File: src/rtl/dcache_ctrl_fsm_pkg.sv
// Shared definitions for the data-cache controller: state encoding, address
// field positions, SRAM tag layout and line/word geometry.
package dcache_ctrl_fsm_pkg;

    localparam int WORD_W   = 32;
    localparam int LINE_W   = 256;
    localparam int IDX_W    = 4;
    localparam int TAG_W    = 25;
    localparam int ADDR_W   = 32;
    localparam int WORDS    = LINE_W / WORD_W;
    localparam int OFF_W    = 3;
    localparam int ATAG_W   = 23;

    // CPU byte address fields
    localparam int ATAG_LSB = 9;
    localparam int ATAG_MSB = 31;
    localparam int IDX_LSB  = 5;
    localparam int IDX_MSB  = 8;
    localparam int WORD_LSB = 2;
    localparam int WORD_MSB = 4;

    // SRAM tag word layout
    localparam int VALID_BIT = 24;
    localparam int DIRTY_BIT = 23;

    typedef enum logic [2:0] {
        ST_IDLE,
        ST_MISS,
        ST_WRITEBACK,
        ST_READMISS,
        ST_READMISSOK
    } state_t;

    function automatic logic [ADDR_W-1:0] line_addr(input logic [ATAG_W-1:0] tag,
                                                     input logic [IDX_W-1:0]  idx);
        return {tag, idx, 5'b0};
    endfunction

endpackage

File: src/rtl/dcache_ctrl_fsm_if.sv
// Bundle of the CPU, memory and SRAM ports seen by the cache controller.
interface dcache_ctrl_fsm_if;
    import dcache_ctrl_fsm_pkg::*;

    logic [ADDR_W-1:0] cpu_addr_i;
    logic [WORD_W-1:0] cpu_data_i;
    logic              cpu_MemRead_i;
    logic              cpu_MemWrite_i;
    logic [WORD_W-1:0] cpu_data_o;
    logic              cpu_stall_o;

    logic [ADDR_W-1:0] mem_addr_o;
    logic [LINE_W-1:0] mem_data_o;
    logic              mem_enable_o;
    logic              mem_write_o;
    logic [LINE_W-1:0] mem_data_i;
    logic              mem_ack_i;

    logic [IDX_W-1:0]  sram_addr_o;
    logic [TAG_W-1:0]  sram_tag_o;
    logic [LINE_W-1:0] sram_data_o;
    logic              sram_enable_o;
    logic              sram_write_o;
    logic [TAG_W-1:0]  sram_tag_i;
    logic [LINE_W-1:0] sram_data_i;
    logic              sram_hit_i;

    // master = controller, slave = CPU / memory / SRAM environment
    modport master (
        input  cpu_addr_i, cpu_data_i, cpu_MemRead_i, cpu_MemWrite_i,
        output cpu_data_o, cpu_stall_o,
        output mem_addr_o, mem_data_o, mem_enable_o, mem_write_o,
        input  mem_data_i, mem_ack_i,
        output sram_addr_o, sram_tag_o, sram_data_o, sram_enable_o, sram_write_o,
        input  sram_tag_i, sram_data_i, sram_hit_i
    );

    modport slave (
        output cpu_addr_i, cpu_data_i, cpu_MemRead_i, cpu_MemWrite_i,
        input  cpu_data_o, cpu_stall_o,
        input  mem_addr_o, mem_data_o, mem_enable_o, mem_write_o,
        output mem_data_i, mem_ack_i,
        input  sram_addr_o, sram_tag_o, sram_data_o, sram_enable_o, sram_write_o,
        output sram_tag_i, sram_data_i, sram_hit_i
    );

endinterface

File: src/rtl/dcache_word_mux.sv
// Word select for loads and word merge for stores within one cache line.
module dcache_word_mux
    import dcache_ctrl_fsm_pkg::*;
(
    input  logic [LINE_W-1:0] line_i,
    input  logic [OFF_W-1:0]  sel_i,
    input  logic [WORD_W-1:0] wr_word_i,
    output logic [WORD_W-1:0] rd_word_o,
    output logic [LINE_W-1:0] merged_o
);

    logic [WORD_W-1:0] words [WORDS];

    // word 0 sits in the least significant bits of the line
    generate
        for (genvar gi = 0; gi < WORDS; gi++) begin : g_word
            assign words[gi] = line_i[gi*WORD_W +: WORD_W];
            assign merged_o[gi*WORD_W +: WORD_W] =
                (sel_i == OFF_W'(gi)) ? wr_word_i : line_i[gi*WORD_W +: WORD_W];
        end
    endgenerate

    assign rd_word_o = words[sel_i];

endmodule

File: src/rtl/dcache_ctrl_fsm.sv
// Data-cache controller: serves hits from the 2-way SRAM in the same cycle and
// runs write-back / line-fetch sequences against memory on a miss.
module dcache_ctrl_fsm
    import dcache_ctrl_fsm_pkg::*;
(
    input  logic             clk_i,
    input  logic             rst_i,
    dcache_ctrl_fsm_if.master bus
);

    state_t            state_reg, state_next;
    logic [LINE_W-1:0] line_reg, line_next;
    logic [LINE_W-1:0] store_line;
    logic              req;
    logic [ATAG_W-1:0] addr_tag;
    logic [IDX_W-1:0]  addr_idx;
    logic              unused_addr_bits;

    assign req      = bus.cpu_MemRead_i | bus.cpu_MemWrite_i;
    assign addr_tag = bus.cpu_addr_i[ATAG_MSB:ATAG_LSB];
    assign addr_idx = bus.cpu_addr_i[IDX_MSB:IDX_LSB];
    assign unused_addr_bits = ^bus.cpu_addr_i[WORD_LSB-1:0];

    // Index and enable kept out of the FSM block so they never wait on the hit path
    assign bus.sram_addr_o   = addr_idx;
    assign bus.sram_enable_o = (state_reg == ST_IDLE) ? req : 1'b1;

    dcache_word_mux u_word_mux (
        .line_i    (bus.sram_data_i),
        .sel_i     (bus.cpu_addr_i[WORD_MSB:WORD_LSB]),
        .wr_word_i (bus.cpu_data_i),
        .rd_word_o (bus.cpu_data_o),
        .merged_o  (store_line)
    );

    always_ff @(posedge clk_i) begin
        if (rst_i) begin
            state_reg <= ST_IDLE;
            line_reg  <= '0;
        end else begin
            state_reg <= state_next;
            line_reg  <= line_next;
        end
    end

    always_comb begin
        state_next       = state_reg;
        line_next        = line_reg;
        bus.cpu_stall_o  = 1'b1;
        bus.mem_enable_o = 1'b0;
        bus.mem_write_o  = 1'b0;
        bus.mem_addr_o   = line_addr(addr_tag, addr_idx);
        bus.mem_data_o   = bus.sram_data_i;
        bus.sram_write_o = 1'b0;
        bus.sram_tag_o   = {1'b1, 1'b0, addr_tag};
        bus.sram_data_o  = bus.sram_data_i;

        case (state_reg)
            ST_IDLE: begin
                bus.cpu_stall_o = 1'b0;
                if (req && !bus.sram_hit_i) begin
                    bus.cpu_stall_o = 1'b1;
                    state_next      = ST_MISS;
                end else if (req && bus.cpu_MemWrite_i) begin
                    bus.sram_write_o = 1'b1;
                    bus.sram_tag_o   = {1'b1, 1'b1, addr_tag};
                    bus.sram_data_o  = store_line;
                end
            end
            ST_MISS: begin
                if (bus.sram_tag_i[VALID_BIT] && bus.sram_tag_i[DIRTY_BIT])
                    state_next = ST_WRITEBACK;
                else
                    state_next = ST_READMISS;
            end
            ST_WRITEBACK: begin
                // SRAM is not written here, so victim tag/data stay stable until ack
                bus.mem_enable_o = 1'b1;
                bus.mem_write_o  = 1'b1;
                bus.mem_addr_o   = line_addr(bus.sram_tag_i[ATAG_W-1:0], addr_idx);
                if (bus.mem_ack_i)
                    state_next = ST_READMISS;
            end
            ST_READMISS: begin
                bus.mem_enable_o = 1'b1;
                if (bus.mem_ack_i) begin
                    line_next  = bus.mem_data_i;
                    state_next = ST_READMISSOK;
                end
            end
            ST_READMISSOK: begin
                // A miss-write makes the SRAM fill its LRU way with the fetched line
                bus.sram_write_o = 1'b1;
                bus.sram_data_o  = line_reg;
                state_next       = ST_IDLE;
            end
            default: state_next = ST_IDLE;
        endcase
    end

endmodule

File: src/flat_wrapper.sv
// flat-port wrapper written by rule: the top's interface ports become plain ports
module dcache_ctrl_fsm_flat import dcache_ctrl_fsm_pkg::*;
  (clk_i, rst_i, bus_cpu_addr_i, bus_cpu_data_i, bus_cpu_MemRead_i, bus_cpu_MemWrite_i, bus_cpu_data_o, bus_cpu_stall_o, bus_mem_addr_o, bus_mem_data_o, bus_mem_enable_o, bus_mem_write_o, bus_mem_data_i, bus_mem_ack_i, bus_sram_addr_o, bus_sram_tag_o, bus_sram_data_o, bus_sram_enable_o, bus_sram_write_o, bus_sram_tag_i, bus_sram_data_i, bus_sram_hit_i);
  dcache_ctrl_fsm_if bus_i ();
  input  logic clk_i;
  input  logic rst_i;
  input wire logic [$bits(bus_i.cpu_addr_i)-1:0] bus_cpu_addr_i;
  input wire logic [$bits(bus_i.cpu_data_i)-1:0] bus_cpu_data_i;
  input wire logic [$bits(bus_i.cpu_MemRead_i)-1:0] bus_cpu_MemRead_i;
  input wire logic [$bits(bus_i.cpu_MemWrite_i)-1:0] bus_cpu_MemWrite_i;
  output wire logic [$bits(bus_i.cpu_data_o)-1:0] bus_cpu_data_o;
  output wire logic [$bits(bus_i.cpu_stall_o)-1:0] bus_cpu_stall_o;
  output wire logic [$bits(bus_i.mem_addr_o)-1:0] bus_mem_addr_o;
  output wire logic [$bits(bus_i.mem_data_o)-1:0] bus_mem_data_o;
  output wire logic [$bits(bus_i.mem_enable_o)-1:0] bus_mem_enable_o;
  output wire logic [$bits(bus_i.mem_write_o)-1:0] bus_mem_write_o;
  input wire logic [$bits(bus_i.mem_data_i)-1:0] bus_mem_data_i;
  input wire logic [$bits(bus_i.mem_ack_i)-1:0] bus_mem_ack_i;
  output wire logic [$bits(bus_i.sram_addr_o)-1:0] bus_sram_addr_o;
  output wire logic [$bits(bus_i.sram_tag_o)-1:0] bus_sram_tag_o;
  output wire logic [$bits(bus_i.sram_data_o)-1:0] bus_sram_data_o;
  output wire logic [$bits(bus_i.sram_enable_o)-1:0] bus_sram_enable_o;
  output wire logic [$bits(bus_i.sram_write_o)-1:0] bus_sram_write_o;
  input wire logic [$bits(bus_i.sram_tag_i)-1:0] bus_sram_tag_i;
  input wire logic [$bits(bus_i.sram_data_i)-1:0] bus_sram_data_i;
  input wire logic [$bits(bus_i.sram_hit_i)-1:0] bus_sram_hit_i;
  assign bus_i.cpu_addr_i = bus_cpu_addr_i;
  assign bus_i.cpu_data_i = bus_cpu_data_i;
  assign bus_i.cpu_MemRead_i = bus_cpu_MemRead_i;
  assign bus_i.cpu_MemWrite_i = bus_cpu_MemWrite_i;
  assign bus_cpu_data_o = bus_i.cpu_data_o;
  assign bus_cpu_stall_o = bus_i.cpu_stall_o;
  assign bus_mem_addr_o = bus_i.mem_addr_o;
  assign bus_mem_data_o = bus_i.mem_data_o;
  assign bus_mem_enable_o = bus_i.mem_enable_o;
  assign bus_mem_write_o = bus_i.mem_write_o;
  assign bus_i.mem_data_i = bus_mem_data_i;
  assign bus_i.mem_ack_i = bus_mem_ack_i;
  assign bus_sram_addr_o = bus_i.sram_addr_o;
  assign bus_sram_tag_o = bus_i.sram_tag_o;
  assign bus_sram_data_o = bus_i.sram_data_o;
  assign bus_sram_enable_o = bus_i.sram_enable_o;
  assign bus_sram_write_o = bus_i.sram_write_o;
  assign bus_i.sram_tag_i = bus_sram_tag_i;
  assign bus_i.sram_data_i = bus_sram_data_i;
  assign bus_i.sram_hit_i = bus_sram_hit_i;
  dcache_ctrl_fsm u_core (.clk_i(clk_i), .rst_i(rst_i), .bus(bus_i));
endmodule
File: config.mk
export PLATFORM = sky130hd
export DESIGN_NAME = dcache_ctrl_fsm_flat
export DESIGN_NICKNAME = d
export VERILOG_FILES = /design/src/rtl/dcache_ctrl_fsm_pkg.sv /design/src/rtl/dcache_ctrl_fsm_if.sv /design/src/rtl/dcache_word_mux.sv /design/src/rtl/dcache_ctrl_fsm.sv /design/src/flat_wrapper.sv
export SDC_FILE = /design/constraint.sdc
export NUM_CORES = 1
export LEC_CHECK = 0
export CAP_MARGIN = 20
export CORE_AREA = 2 2 475 477
export CTS_CLUSTER_SIZE = 10
export DETAILED_ROUTE_END_ITERATION = 10
export DIE_AREA = 0 0 477 479
export GPL_ROUTABILITY_DRIVEN = 0
export PLACE_DENSITY = 0.3
export REMOVE_ABC_BUFFERS = 1
export SLEW_MARGIN = 20
export SYNTH_ARGS = -nofsm -noshare
export SYNTH_HDL_FRONTEND = slang
export SYNTH_SLANG_ARGS = --single-unit
File: constraint.sdc
create_clock -name clk_i -period 3.4 [get_ports clk_i]
set_clock_uncertainty 0.15 [all_clocks]
set_input_delay 0.68 -clock clk_i [delete_from_list [all_inputs] [get_ports clk_i]]
set_output_delay 0.68 -clock clk_i [all_outputs]
set_load 0.01 [all_outputs]
==> results summary, run 1 <==
The post-cts hold buffer count is 0. The netlist uses 33 different library cells. The average instance in the mapped netlist occupies 7.538 µm². The worst path in the final design needs a cycle of 3.631 ns, including I/O delays and setup. Detailed placement finished with a half-perimeter wire length of 165500 µm. The detailed-route via count is 29.11k. The count of filler cells inserted in the layout came out at 24.87k.

The flow ran to the end, but the final reports show violations. The first-pass GRT wire length came out at 284400 µm. The buffer type at the clock tree root is sky130_fd_sc_hd__clkbuf_16. The cell count after synthesis came out at 2852. The critical path is of the flop to output port type. The final-report hold violation count came to 0. The TritonCTS sink count came out at 259. After detailed routing, the average wire length per cell comes to 30.36 µm. The area fraction in compound gates after synthesis came out at 22.70%. Counting flops with an async set or reset pin after synthesis yields a share of 0%. The leakage power is 18.68 nW. The average via count per standard cell came out at 3.929. STA puts the critical path data arrival time at 2.80 ns. The clock slew at the register clock pins of the worst setup and hold paths is 0.06 ns. After layout, the design draws a total of 16.58 mW. The maximum buffer depth of the clock tree is 3. In this run the standard cell core region covers 223600 µm². The flip-flop and latch count after synthesis came out at 259. The worst path uses 106.8% of the clock period.

The sum of negative setup slack came out at -18.85 ns. The max-slew violation count is 0. The slack of the critical path came out at -0.2307 ns. After synthesis, the cell types taking the most area are sky130_fd_sc_hd__dfxtp_1, sky130_fd_sc_hd__or4b_2, sky130_fd_sc_hd__a221oi_1. The endpoint class of the critical path is an output port. The max capacitance violation total came out at 0. For this run, the leading register cell type out of synthesis is sky130_fd_sc_hd__dfxtp_1.

The biggest fanout along the worst timing path is 5. The TritonCTS clock tree is done. The maximum ir drop on the vdd rail is 0.0003292 V. The setup-violating endpoint count in the final report came out at 217. The clock insertion delay at the later pin of the skew report came out at 0.65 ns. The number of antenna violations at the first check in global routing was 45.

At the pin with the least slew margin, the transition time is 1.196 ns. The proportion of synthesized chip area in sequential cells is 24.12%. After the first detailed-routing iteration, the DRC count stood at 1851. The total length of routed wires came out at 224900 µm. The synthesized design contains 0 enable-type register cells. The finished layout cell area came out at 48570 µm².

The flip-flop count of the largest register after layout came out at 256. Setup repair after global routing could not meet its margin everywhere. The final reports fail on negative setup slack. The maximum clock frequency came out at 0.2754 GHz. The tightest hold margin is 0.2994 ns.

The number of detailed-route iterations in the first pass came out at 5. After floorplanning, the core was divided into 174 placement rows. The xor and xnor fraction of the mapped netlist area came out at 0%. Summed over all layers, the global routing overflow is 0.

For this run, the number of standard cells in the final layout without fillers is 7408. The total die area is 228500 µm². The number of global-route vias before repair came out at 29.08k. The die is 477 µm wide. Summing the areas of all and, or, nand and nor instances in the mapped netlist gives 23.27% of the synthesized area. In the synthesized netlist, the cells that appear most often are sky130_fd_sc_hd__nand2_1, sky130_fd_sc_hd__buf_4, sky130_fd_sc_hd__a21oi_1. The floorplan step set the die height to 479 µm. The final-stage net count is 4982. The number of port buffers came out at 1196. The total global routing track utilization is 18.26%. For this run, the number of Yosys warnings is 0. The min-delay analysis places its worst path in the category flop to flop. Once detail routing completed, the nets flagged for antenna violations numbered 0.

The area growth from synthesis to layout came out at 125.9%. The synthesized cell area came out at 21500 µm². The arithmetic-cell share of the synthesized area counting full adders, half adders and majority gates came out at 0%.

The cell area after placement came out at 39570 µm². After detailed placement, the design holds a cell count of 7051. Among all cell types in the netlist, the one instantiated most often is sky130_fd_sc_hd__nand2_1. The H-tree depth is 2. The proportion of netlist area held by the largest area contributor is 24.12%. In the synthesized netlist, mux cells make up 9.585% of the area.

The initial utilization of the core area, before any placement, comes to 9.616%. After synthesis, the largest family of logic cells by area is simple AND/OR/NAND/NOR gates. The clock buffer count from CTS is 42. The worst setup path is launched from a flop. Entering global routing, the biggest net connects 74 pins. The cell type with the highest aggregate area in the netlist is sky130_fd_sc_hd__dfxtp_1.

For this run, design rule violations remaining after detail routing come to 0. The worst relative slew slack is 19.95%. Dividing total power by cell area gives a power density of 341.4 nW/µm². For the worst setup path, the data required time is 2.57 ns. The ratio of cells with drive above 1 in the final layout is 44.16%. The total I/O pin count is 1217.
-- stage by stage --
| step | util [%] | setup slack [ns] |
|---|---|---|
| after floorplan | - | -7.945 |
| after global placement | 17.70 | -1.483 |
| after detailed placement | 17.70 | -1.477 |
| after CTS | 20.49 | -0.3698 |
| after global routing | 21.72 | -0.3468 |
| final | 21.72 | -0.2307 |
-- placed cells by master (no fill, tap or decap), drive strengths merged --
cell	Yosys	final
nor2	39	39
mux2	55	55
clkdlybuf4s50	0	878
and4b	1	1
dlymetal6s2s	0	37
bufinv	0	7
a41o	1	1
or3	1	1
or2	1	1
buf	386	1111
and4	1	1
mux4	64	64
or3b	1	1
a221oi	256	256
conb	2	6
dlygate4sd2	0	3
clkdlybuf4s15	0	3
and3b	1	1
o21ai	257	257
clkinv	0	7
nor3	2	2
or4b	256	256
a21oi	263	263
nor2b	35	35
clkbuf	188	77
diode	0	9
nor4	1	1
nor3b	3	3
inv	256	258
a21o	1	1
nand2	517	517
a31oi	3	3
and3	1	1
dfxtp	259	259
nand4b	1	1
-- cell families after synthesis --
kind of cell / after synthesis
simple gates: 861
buf+inv: 830
compound gates: 781
flops: 259
mux: 119
other cells: 2
-- what timing repair did --
item,4_1_cts,5_1_grt
resized for setup,1718,484
cloned,27,14
pin swaps,58,77
setup endpoints to repair,311,297
setup buffers,185,125
-- worst max-delay path, cell delays in order, from the launching register on --
cell	delay, ns
sky130_fd_sc_hd__dfxtp_4	0.37
sky130_fd_sc_hd__buf_12	0.14
sky130_fd_sc_hd__or3_4	0.42
sky130_fd_sc_hd__nor4_4	0.24
sky130_fd_sc_hd__buf_4	0.17
sky130_fd_sc_hd__buf_12	0.14
sky130_fd_sc_hd__buf_12	0.12
sky130_fd_sc_hd__buf_16	0.14
sky130_fd_sc_hd__buf_12	0.13
sky130_fd_sc_hd__a221oi_4	0.07
sky130_fd_sc_hd__buf_2	0.18
-- area by class of cell --
cell class              instances  area (µm²)  area share [%]
repair buffers               2049       21390           44.04
multi-input cells            1767       15740           32.40
flip-flops and latches        259        5196           10.70
well taps                    2992        3744           7.708
clock buffers                  60        1240           2.553
inverters                     256       960.9           1.978
clock inverters                16       282.8          0.5822
diodes                          9       22.52         0.04637
-- path summary, 6_finish.rpt --
path | start | end | slack, ns | cells after the start
max | u_core.state_reg[2] | bus_sram_data_o[19] | -0.23 | 10
min | u_core.line_reg[223] | u_core.line_reg[223] | 0.30 | 2
max reg2reg | u_core.state_reg[2] | u_core.line_reg[90] | 1.18 | 7
min reg2reg | u_core.line_reg[223] | u_core.line_reg[223] | 0.30 | 2
-- power by group --
group	total [mW]	switching (mW)	internal [mW]
clock	5.03	1.96	3.07
combinational	8.37	4.41	3.96
sequential	3.18	0.0640	3.12
total	16.6	6.43	10.1
-- layer usage --
layer	up-vias	GRT usage (%)	routed length (µm)
met1	14620	23.51	99270
li1	13040	-	-
met3	180	5.093	16550
met2	1247	30.64	104900
met5	-	0	161
met4	26	2.862	3973
Power figures use the tool's default switching activity.
==> run 2: changes to the inputs <==
- GPL_ROUTABILITY_DRIVEN: 0 -> default
==> results of run 2 <==
No change in the layout: final DEF, timing and power equal those of run 1.
